**config.mk**
```make
export PLATFORM = sky130hd
export DESIGN_NAME = dmem_arbiter_flat
export DESIGN_NICKNAME = d
export VERILOG_FILES = /design/src/rtl/dmem_arbiter_pkg.sv /design/src/rtl/dmem_arbiter_if.sv /design/src/rtl/dmem_arbiter_rsp_router.sv /design/src/rtl/dmem_arbiter.sv /design/src/flat_wrapper.sv
export SDC_FILE = /design/constraint.sdc
export NUM_CORES = 1
export LEC_CHECK = 0
export CORE_AREA = 2 2 99 101
export DETAILED_ROUTE_END_ITERATION = 16
export DIE_AREA = 0 0 101 103
export DONT_BUFFER_PORTS = 1
export GPL_ROUTABILITY_DRIVEN = 0
export PLACE_DENSITY = 0.3
export REMOVE_ABC_BUFFERS = 1
export SETUP_SLACK_MARGIN = 0.5
export SLEW_MARGIN = 0
export SYNTH_ARGS = -nofsm -noshare
export SYNTH_HDL_FRONTEND = slang
export SYNTH_SLANG_ARGS = --single-unit
```
**constraint.sdc**
```tcl
create_clock -name clk_i -period 1.7 [get_ports clk_i]
set_clock_uncertainty 0.2 [all_clocks]
set_input_delay 0.255 -clock clk_i [delete_from_list [all_inputs] [get_ports clk_i]]
set_output_delay 0.255 -clock clk_i [all_outputs]
set_load 0.03 [all_outputs]
```
**src/rtl/dmem_arbiter_pkg.sv**
```systemverilog
// dmem_arb_pkg: shared types and defaults for the data-memory port arbiter.
package dmem_arb_pkg;
   localparam int DEFAULT_MAX_WAIT = 8;
   localparam int DEF_AW = 12;
   localparam int DEF_DW = 32;
   typedef enum logic [0:0] {S_PIPE, S_FORCE} arb_state_e;
   typedef enum logic {OWN_LSU, OWN_DBG} owner_e;
   typedef struct packed {
      logic              we;
      logic [DEF_AW-1:0] addr;
      logic [DEF_DW-1:0] wdata;
      logic [3:0]        be;
   } mem_req_t;
endpackage

```
**src/rtl/dmem_arbiter_if.sv**
```systemverilog
// dmem_arbiter_if: LSU, debug and memory-side signals of the arbiter; slave = arbiter view.
interface dmem_arbiter_if #(parameter int AW = 12, parameter int DW = 32);
   logic          lsu_req_i, lsu_we_i, lsu_stall_o, lsu_rvalid_o;
   logic [AW-1:0] lsu_addr_i;
   logic [DW-1:0] lsu_wdata_i, lsu_rdata_o;
   logic [3:0]    lsu_be_i;
   logic          dbg_req_i, dbg_we_i, dbg_gnt_o, dbg_rvalid_o;
   logic [AW-1:0] dbg_addr_i;
   logic [DW-1:0] dbg_wdata_i, dbg_rdata_o;
   logic [3:0]    dbg_be_i;
   logic          mem_en_o, mem_we_o;
   logic [AW-1:0] mem_addr_o;
   logic [DW-1:0] mem_wdata_o, mem_rdata_i;
   logic [3:0]    mem_be_o;
   modport slave (
      input  lsu_req_i, lsu_we_i, lsu_addr_i, lsu_wdata_i, lsu_be_i,
      input  dbg_req_i, dbg_we_i, dbg_addr_i, dbg_wdata_i, dbg_be_i, mem_rdata_i,
      output lsu_stall_o, lsu_rvalid_o, lsu_rdata_o, dbg_gnt_o, dbg_rvalid_o, dbg_rdata_o,
      output mem_en_o, mem_we_o, mem_addr_o, mem_wdata_o, mem_be_o
   );
   modport master (
      output lsu_req_i, lsu_we_i, lsu_addr_i, lsu_wdata_i, lsu_be_i,
      output dbg_req_i, dbg_we_i, dbg_addr_i, dbg_wdata_i, dbg_be_i, mem_rdata_i,
      input  lsu_stall_o, lsu_rvalid_o, lsu_rdata_o, dbg_gnt_o, dbg_rvalid_o, dbg_rdata_o,
      input  mem_en_o, mem_we_o, mem_addr_o, mem_wdata_o, mem_be_o
   );
endinterface

```
**src/rtl/dmem_arbiter_rsp_router.sv**
```systemverilog
// dmem_rsp_router: remembers who issued last cycle's read and steers rvalid to that owner.
module dmem_rsp_router
   import dmem_arb_pkg::*;
#(parameter int DW = 32) (
   input  logic          clk_i,
   input  logic          rst_i,
   input  logic          i_lsu_rd,
   input  logic          i_dbg_rd,
   input  logic [DW-1:0] i_rdata,
   output logic          o_lsu_rvalid,
   output logic          o_dbg_rvalid,
   output logic [DW-1:0] o_lsu_rdata,
   output logic [DW-1:0] o_dbg_rdata
);
   logic   r_valid;
   owner_e r_owner;
   always_ff @(posedge clk_i or posedge rst_i) begin
      if (rst_i) begin
         r_valid <= 1'b0;
         r_owner <= OWN_LSU;
      end else begin
         r_valid <= i_lsu_rd | i_dbg_rd;
         r_owner <= i_dbg_rd ? OWN_DBG : OWN_LSU;
      end
   end
   assign o_lsu_rvalid = r_valid && r_owner == OWN_LSU;
   assign o_dbg_rvalid = r_valid && r_owner == OWN_DBG;
   assign o_lsu_rdata  = i_rdata;
   assign o_dbg_rdata  = i_rdata;
endmodule

```
**src/rtl/dmem_arbiter.sv**
```systemverilog
// dmem_arbiter: pipeline-priority data-memory arbiter with starvation-forced debug grants.
// Optional DMEM_ARB_PERF_EN adds saturating conflict / forced-grant counters.
module dmem_arbiter
   import dmem_arb_pkg::*;
#(
   parameter int AW       = 12,
   parameter int DW       = 32,
   parameter int MAX_WAIT = DEFAULT_MAX_WAIT
) (
   input  logic clk_i,
   input  logic rst_i,
   dmem_arbiter_if.slave bus
`ifdef DMEM_ARB_PERF_EN
   ,
   output logic [15:0] perf_conflict_o,
   output logic [15:0] perf_force_o
`endif
);
   arb_state_e    r_state, w_next;
   logic [7:0]    r_wait;
   logic          w_force, w_lsu_gnt, w_dbg_gnt;
   logic [AW-1:0] w_addr;
   logic [DW-1:0] w_wdata;
   // Grants are masked during reset so every output reads 0 while rst_i is held.
   always_comb begin
      w_force   = r_state == S_FORCE;
      w_lsu_gnt = !rst_i && !w_force && bus.lsu_req_i;
      w_dbg_gnt = !rst_i && bus.dbg_req_i && (w_force || !bus.lsu_req_i);
      w_next    = (w_lsu_gnt && bus.dbg_req_i && r_wait == 8'(MAX_WAIT - 1)) ? S_FORCE : S_PIPE;
      w_addr    = w_dbg_gnt ? bus.dbg_addr_i : w_lsu_gnt ? bus.lsu_addr_i : '0;
      w_wdata   = w_dbg_gnt ? bus.dbg_wdata_i : w_lsu_gnt ? bus.lsu_wdata_i : '0;
   end
   always_ff @(posedge clk_i or posedge rst_i) begin
      if (rst_i) begin
         r_state <= S_PIPE;
         r_wait  <= '0;
      end else begin
         r_state <= w_next;
         r_wait  <= (w_dbg_gnt || !bus.dbg_req_i) ? '0 : (r_wait == 8'hFF) ? r_wait : r_wait + 8'd1;
      end
   end
   assign bus.lsu_stall_o = !rst_i && w_force;
   assign bus.dbg_gnt_o   = w_dbg_gnt;
   assign bus.mem_en_o    = w_lsu_gnt | w_dbg_gnt;
   assign bus.mem_we_o    = w_dbg_gnt ? bus.dbg_we_i : w_lsu_gnt && bus.lsu_we_i;
   assign bus.mem_be_o    = w_dbg_gnt ? bus.dbg_be_i : w_lsu_gnt ? bus.lsu_be_i : 4'h0;
   assign bus.mem_addr_o  = w_addr;
   assign bus.mem_wdata_o = w_wdata;
   dmem_rsp_router #(.DW(DW)) u_rsp (
      .clk_i        (clk_i),
      .rst_i        (rst_i),
      .i_lsu_rd     (w_lsu_gnt && !bus.lsu_we_i),
      .i_dbg_rd     (w_dbg_gnt && !bus.dbg_we_i),
      .i_rdata      (bus.mem_rdata_i),
      .o_lsu_rvalid (bus.lsu_rvalid_o),
      .o_dbg_rvalid (bus.dbg_rvalid_o),
      .o_lsu_rdata  (bus.lsu_rdata_o),
      .o_dbg_rdata  (bus.dbg_rdata_o)
   );
`ifdef DMEM_ARB_PERF_EN
   always_ff @(posedge clk_i or posedge rst_i) begin
      if (rst_i) begin
         perf_conflict_o <= '0;
         perf_force_o    <= '0;
      end else begin
         if (bus.lsu_req_i && bus.dbg_req_i && perf_conflict_o != 16'hFFFF) perf_conflict_o <= perf_conflict_o + 16'd1;
         if (!w_force && w_next == S_FORCE && perf_force_o != 16'hFFFF) perf_force_o <= perf_force_o + 16'd1;
      end
   end
`endif
endmodule

```
**src/flat_wrapper.sv**
```systemverilog
// flat-port wrapper written by rule: the top's interface ports become plain ports
module dmem_arbiter_flat import dmem_arb_pkg::*;
#(
   parameter int AW       = 12,
   parameter int DW       = 32,
   parameter int MAX_WAIT = DEFAULT_MAX_WAIT
)
  (clk_i, rst_i, bus_lsu_req_i, bus_lsu_we_i, bus_lsu_addr_i, bus_lsu_wdata_i, bus_lsu_be_i, bus_dbg_req_i, bus_dbg_we_i, bus_dbg_addr_i, bus_dbg_wdata_i, bus_dbg_be_i, bus_mem_rdata_i, bus_lsu_stall_o, bus_lsu_rvalid_o, bus_lsu_rdata_o, bus_dbg_gnt_o, bus_dbg_rvalid_o, bus_dbg_rdata_o, bus_mem_en_o, bus_mem_we_o, bus_mem_addr_o, bus_mem_wdata_o, bus_mem_be_o);
  dmem_arbiter_if #(.AW(AW), .DW(DW)) bus_i ();
  input  logic clk_i;
  input  logic rst_i;
  input wire logic [$bits(bus_i.lsu_req_i)-1:0] bus_lsu_req_i;
  input wire logic [$bits(bus_i.lsu_we_i)-1:0] bus_lsu_we_i;
  input wire logic [$bits(bus_i.lsu_addr_i)-1:0] bus_lsu_addr_i;
  input wire logic [$bits(bus_i.lsu_wdata_i)-1:0] bus_lsu_wdata_i;
  input wire logic [$bits(bus_i.lsu_be_i)-1:0] bus_lsu_be_i;
  input wire logic [$bits(bus_i.dbg_req_i)-1:0] bus_dbg_req_i;
  input wire logic [$bits(bus_i.dbg_we_i)-1:0] bus_dbg_we_i;
  input wire logic [$bits(bus_i.dbg_addr_i)-1:0] bus_dbg_addr_i;
  input wire logic [$bits(bus_i.dbg_wdata_i)-1:0] bus_dbg_wdata_i;
  input wire logic [$bits(bus_i.dbg_be_i)-1:0] bus_dbg_be_i;
  input wire logic [$bits(bus_i.mem_rdata_i)-1:0] bus_mem_rdata_i;
  output wire logic [$bits(bus_i.lsu_stall_o)-1:0] bus_lsu_stall_o;
  output wire logic [$bits(bus_i.lsu_rvalid_o)-1:0] bus_lsu_rvalid_o;
  output wire logic [$bits(bus_i.lsu_rdata_o)-1:0] bus_lsu_rdata_o;
  output wire logic [$bits(bus_i.dbg_gnt_o)-1:0] bus_dbg_gnt_o;
  output wire logic [$bits(bus_i.dbg_rvalid_o)-1:0] bus_dbg_rvalid_o;
  output wire logic [$bits(bus_i.dbg_rdata_o)-1:0] bus_dbg_rdata_o;
  output wire logic [$bits(bus_i.mem_en_o)-1:0] bus_mem_en_o;
  output wire logic [$bits(bus_i.mem_we_o)-1:0] bus_mem_we_o;
  output wire logic [$bits(bus_i.mem_addr_o)-1:0] bus_mem_addr_o;
  output wire logic [$bits(bus_i.mem_wdata_o)-1:0] bus_mem_wdata_o;
  output wire logic [$bits(bus_i.mem_be_o)-1:0] bus_mem_be_o;
  assign bus_i.lsu_req_i = bus_lsu_req_i;
  assign bus_i.lsu_we_i = bus_lsu_we_i;
  assign bus_i.lsu_addr_i = bus_lsu_addr_i;
  assign bus_i.lsu_wdata_i = bus_lsu_wdata_i;
  assign bus_i.lsu_be_i = bus_lsu_be_i;
  assign bus_i.dbg_req_i = bus_dbg_req_i;
  assign bus_i.dbg_we_i = bus_dbg_we_i;
  assign bus_i.dbg_addr_i = bus_dbg_addr_i;
  assign bus_i.dbg_wdata_i = bus_dbg_wdata_i;
  assign bus_i.dbg_be_i = bus_dbg_be_i;
  assign bus_i.mem_rdata_i = bus_mem_rdata_i;
  assign bus_lsu_stall_o = bus_i.lsu_stall_o;
  assign bus_lsu_rvalid_o = bus_i.lsu_rvalid_o;
  assign bus_lsu_rdata_o = bus_i.lsu_rdata_o;
  assign bus_dbg_gnt_o = bus_i.dbg_gnt_o;
  assign bus_dbg_rvalid_o = bus_i.dbg_rvalid_o;
  assign bus_dbg_rdata_o = bus_i.dbg_rdata_o;
  assign bus_mem_en_o = bus_i.mem_en_o;
  assign bus_mem_we_o = bus_i.mem_we_o;
  assign bus_mem_addr_o = bus_i.mem_addr_o;
  assign bus_mem_wdata_o = bus_i.mem_wdata_o;
  assign bus_mem_be_o = bus_i.mem_be_o;
  dmem_arbiter #(.AW(AW), .DW(DW), .MAX_WAIT(MAX_WAIT)) u_core (.clk_i(clk_i), .rst_i(rst_i), .bus(bus_i));
endmodule
```
==> flow_summary.json, run 1 <==
{
  "via_count": 1533,
  "ys_seq_area_frac": 0.176,
  "synth_edf_count": 0,
  "fin_setup_tns_ps": -12950,
  "htree_levels": 1,
  "ys_async_sr_fraction": 1.00,
  "antenna_cells": 0,
  "grt_usage": 0.131,
  "status": "finished with violations",
  "min_path_type": "input port to async pin",
  "grt_pass1_vias": 1450,
  "syn_avg_cell_area_um2": 8.49,
  "crit_family": "buffers and inverters",
  "r2r-end": "u_core.r_wait[1]",
  "final_area_um2": 2230,
  "cts.sinks": 11,
  "start_kind": "flip-flop",
  "worst_ep_required_time_ps": 1240,
  "p_per_area_nw_per_um2": 495,
  "ys.warnings.count": 0,
  "drcViolationCount": 0,
  "final_max_slew_viol_count": 0,
  "portBuffers": 0,
  "die_area_um2": 10400,
  "cts_tree": "done",
  "slowest_stage": "dfrtp_1",
  "drt_wl_total_mm": 7.85,
  "die_y_um": 103,
  "grt_max_degree": 38,
  "first_iter_violations": 27,
  "violations": "setup timing",
  "cts_buffer_depth": 2,
  "ant_nets": 0,
  "crit_buf_inv": 3,
  "r2r_cells": 9,
  "antenna_found_initial": 0,
  "vias_per_cell": 4.99,
  "n_fill_cell": 1026,
  "finalSetupViolCount": 53,
  "arrival_ps": 1540,
  "setup.worst_path.start": "u_core.r_state",
  "dp_hpwl_mm": 5.80,
  "hold_viol_final": 0,
  "criticalPathCategory": "flip-flop to primary output",
  "syn-cell-area_um2": 1560,
  "root_buffer": "clkbuf_8",
  "synth_seq_cells": 11,
  "max-vdd-ir-drop_mv": 0.351,
  "synthDistinctLibCells": 29,
  "min_period_ps": 1990,
  "path_max_fanout": 19,
  "area_delta_synth_final_pct": 42.9,
  "fin_util": 0.236,
  "ys.flop_type": "dfrtp_1",
  "drive_above_1_share": 0.534,
  "cts_made_buffers": 3,
  "coreArea_um2": 9460,
  "path_cells": "nor2b_4 -> buf_6 -> nor2_4 -> buf_12 -> a22o_1 -> buf_6",
  "worstMarginPinSlew_ps": 556,
  "fin_crit_sh": 1.17,
  "initial_core_util": 0.165,
  "drv_cap": 0,
  "reg2reg_setup_slack_ps": -60,
  "cpMostUsedCell": "buf_6",
  "r2r-start": "u_core.r_state",
  "clk_pin_slew_ps": 60,
  "critPathCaptureType": "primary output",
  "clock_latency_ps": 240,
  "fmax_mhz": 502,
  "setup_slack_ps": -290,
  "cp_slowest_stage_delay_ps": 390,
  "routedWlPerCell_um": 25.6,
  "dpl_cell_area_um2": 1700,
  "die_x_um": 101,
  "num_io_pins": 252,
  "syn_inst": 184,
  "grt_pass1_wl_mm": 9.86,
  "rows": 36,
  "relSlewSlack": 0.630,
  "first_pass_iters": 4,
  "overflow": 0,
  "multi_input_area_um2": 847,
  "leakagePower_nw": 1.01,
  "final_nets": 329,
  "seq_area_um2": 275,
  "rsz0062_at_grt": "yes"
}
[metal layers]
metal | GRT usage | wire, um | up-vias
met2 | 0.171 | 3420 | 135
li1 | - | - | 639
met3 | 0.108 | 1220 | 2
met5 | 0.0865 | 0 | -
met1 | 0.162 | 3200 | 757
met4 | 0.0156 | 14 | 0
[state kept, by name, indices dropped and copies added (netlist names)]
name	count
u_core.u_rsp.r_owner	1
u_core.r_wait	8
u_core.u_rsp.r_valid	1
u_core.r_state	1
[worst max-delay path by stage]
| stage | to | slack (ps) | depth (start not counted) |
|---|---|---|---|
| floorplan | bus_mem_addr_o[0] | -1640 | 3 |
| global placement | bus_mem_wdata_o[20] | -90 | 5 |
| detailed placement | bus_mem_wdata_o[20] | -120 | 5 |
| CTS | bus_mem_wdata_o[20] | -310 | 6 |
| global route | bus_mem_addr_o[8] | -370 | 6 |
| finish | bus_mem_be_o[1] | -290 | 6 |
[synthesized netlist by cell type (2+ instances only)]
master	n	share of area
buf_2	10	0.032
buf_4	66	0.32
a31oi_1	3	0.012
a311oi_1	2	0.011
nor4bb_1	2	0.013
nor2b_1	3	0.012
dfrtp_1	11	0.18
a22o_1	49	0.27
nand2_1	4	0.0096
a21oi_1	4	0.013
and3_1	4	0.016
and2_1	2	0.0080
and4_1	2	0.011
nor3_1	5	0.016
nor2_1	3	0.0072
[worst min-delay path, cell delays in order]
cell,delay [ps]
inv_1,50
buf_4,130
dlymetal6s4s_1,530
[cells in the final DEF, fill, tap and decap left out, drive strengths merged]
cell type	n
buf	78
a22o	49
dfrtp	11
nor3	5
a21oi	5
clkbuf	5
and3	4
nor2b	4
nand2	4
a31oi	3
nor2	3
and4	2
a311oi	2
and2	2
dlygate4sd3	2
nor4bb	2
o21ai	1
nand4	1
and4b	1
a21o	1
nand3	1
nand2b	1
inv	1
o21bai	1
a21boi	1
o21ba	1
ha	1
dlymetal6s4s	1
[what timing repair did]
action                                 in CTS  in global routing
setup endpoints to repair                  64                 76
hold buffers                                3                  0
gates cloned                                2                  1
pin swaps                                   6                  9
buffers inserted                            3                  4
endpoints found under the hold margin      13                  0
resized for setup                          83                  6
[cell families after synthesis]
kind of cell / after synthesis / share of synthesized area
buf+inv: 78 / 0.359
compound gates: 64 / 0.341
fa+ha+maj: 1 / 0.00801
flops: 11 / 0.176
simple gates: 30 / 0.116
[layout make-up]
class | count | share of cell area
inverters | 1 | 0.00168
repair buffers | 82 | 0.411
well taps | 114 | 0.0639
clock buffers | 4 | 0.0202
flip-flops and latches | 11 | 0.123
multi-input cells | 95 | 0.380
[stage by stage]
step / setup slack (ps) / power (mW) / hold WS [ps] / cells
floorplan: -1640 / 0.550 / -79.5 / 107
global placement: -88.6 / 0.715 / -14.0 / 290
detailed placement: -124 / 0.716 / -28.1 / 290
CTS: -305 / 1.09 / 82.9 / 302
global route: -367 / 1.16 / 93.6 / 307
finish: -290 / 1.10 / 59.9 / 307
[power breakdown]
group / internal (mW) / switching (mW) / leakage [nW]
combinational: 0.261 / 0.295 / 0.841
clock: 0.166 / 0.110 / 0.0228
sequential: 0.268 / 0.00340 / 0.151
total: 0.695 / 0.408 / 1.01
Power figures use the tool's default switching activity.
==> run 2, diff against run 1 <==
clock period = 1.8 ns   (was 1.7 ns; I/O delays follow)
==> flow_summary.json, run 2 (synthesized netlist as in run 1, its figures left out) <==
{
  "cts_tree": "done",
  "min_path_type": "input port to async pin",
  "fin_cells": 304,
  "cts_made_buffers": 3,
  "final_max_slew_viol_count": 0,
  "p_clk_frac": 0.247,
  "fin_crit_sh": 1.12,
  "via_count": 1531,
  "initial_core_util": 0.165,
  "die_y_um": 103,
  "die_x_um": 101,
  "routedWlPerCell_um": 26.0,
  "cpMostUsedCell": "buf_6",
  "worst_ep_required_time_ps": 1330,
  "grt_pass1_vias": 1462,
  "vias_per_cell": 5.04,
  "final_nets": 326,
  "p_comb_frac": 0.510,
  "num_io_pins": 252,
  "area_delta_synth_final_pct": 45.2,
  "drt_wl_total_mm": 7.91,
  "worstMarginPinSlew_ps": 570,
  "start_kind": "flip-flop",
  "path_cells": "nor2b_4 -> and2_4 -> buf_6 -> clkbuf_16 -> a22o_1 -> buf_6",
  "power.share.sequential": 0.243,
  "grt_usage": 0.133,
  "finalSetupViolCount": 50,
  "root_buffer": "clkbuf_8",
  "first_pass_iters": 4,
  "rows": 36,
  "dp_hpwl_mm": 5.75,
  "arrival_ps": 1540,
  "layout_commonest_cell": "buf_6",
  "clock_latency_ps": 240,
  "cts_buffer_depth": 2,
  "portBuffers": 0,
  "largest_register_ffs": 8,
  "coreArea_um2": 9460,
  "leakagePower_nw": 1.01,
  "critPathCaptureType": "primary output",
  "ant_nets": 0,
  "fmax_mhz": 496,
  "power_mw": 1.05,
  "drv_cap": 0,
  "grt_pass1_wl_mm": 9.94,
  "internal_power_uw": 664,
  "crit_buf_inv": 3,
  "top_register": "u_core.r_wait",
  "grt_max_degree": 24,
  "relSlewSlack": 0.620,
  "power.switching_uw": 390,
  "dp.cells": 286,
  "htree_levels": 1,
  "p_per_area_nw_per_um2": 465,
  "overflow": 0,
  "die_area_um2": 10400,
  "antenna_found_initial": 0,
  "rsz0062_at_grt": "yes",
  "crit_family": "flip-flops",
  "clk_pin_slew_ps": 60,
  "switching_share": 0.370,
  "hold_viol_final": 0,
  "violations": "setup timing",
  "cp_slowest_stage_delay_ps": 410,
  "layout_common_cells": "58 x buf_6, 48 x a22o_1, 11 x buf_4, 11 x dfrtp_1, 4 x nor3_4",
  "setup_slack_ps": -215,
  "slowest_stage": "dfrtp_1",
  "path_max_fanout": 6,
  "pre_cts_ws_ps": -43.4,
  "min_period_ps": 2010,
  "drive_above_1_share": 0.537,
  "first_iter_violations": 46,
  "criticalPathCategory": "flip-flop to primary output",
  "max-vdd-ir-drop_mv": 0.233,
  "antenna_cells": 0,
  "status": "finished with violations",
  "cts.sinks": 11,
  "drcViolationCount": 0
}
[run 2: what timing repair did]
action / in CTS / in global routing
setup endpoints to repair: 63 / 76
pin swaps: 6 / 9
hold buffers: 3 / 0
cloned: 3 / 1
resized for setup: 75 / 18
buffers inserted: 5 / 2
endpoints found under the hold margin: 13 / 0
[run 2: cell type report]
cell class	instances	area, um2
Fill cell	1011	7190
Timing Repair Buffer	79	931
Multi-Input combinational cell	95	870
Sequential cell	11	275
Tap cell	114	143
Clock buffer	4	45.0
Inverter	1	3.75
[run 2: final timing paths]
kind,startpoint,to,slack (ps),cells past startpoint
setup reg to reg,u_core.r_state,u_core.r_wait[1],90,8
hold reg to reg,u_core.r_wait[6],u_core.r_wait[6],390,1
hold / removal,rst_i,u_core.r_wait[6],60,3
min in group clk_i,bus_dbg_req_i,u_core.r_wait[0],100,3
max in group asynchronous,rst_i,u_core.u_rsp.r_owner,960,3
setup / recovery,u_core.r_state,bus_mem_wdata_o[30],-210,6
[run 2: per-layer routing]
metal | wire (um) | GRT usage | share of wire
met1 | 3180 | 0.165 | 0.40
met2 | 3440 | 0.175 | 0.43
met3 | 1280 | 0.106 | 0.16
met4 | 16 | 0.0156 | 0.0020
met5 | 0 | 0.0865 | 0
[run 2: through the flow]
stage	utilization	TNS, ps	area, um2	hold slack (ps)
3_5_place_dp	0.176	-87.1	1670	-14.3
5_1_grt	0.240	-12440	2270	108
4_1_cts	0.226	-9340	2140	143
3_3_place_gp	0.176	-30.4	1670	-1.89
2_1_floorplan	-	-78340	1000	-64.5
6_report	0.240	-8670	2270	65.0
[run 2: worst reg2reg max path, stage by stage, from the launching register on]
cell,delay [ps]
dfrtp_1,390
nor2b_4,70
buf_4,130
buf_6,100
buf_6,100
buf_6,120
o21ai_4,150
buf_8,170
o21ba_4,170
[run 2: power groups by stage]
stage / sequential, mW / clock [mW] / combinational (mW)
after CTS: 0.256 / 0.270 / 0.516
after detailed placement: 0.261 / 0 / 0.413
final: 0.256 / 0.260 / 0.538
after global placement: 0.260 / 0 / 0.412
after floorplan: 0.263 / 0 / 0.257
after global routing: 0.257 / 0.283 / 0.566
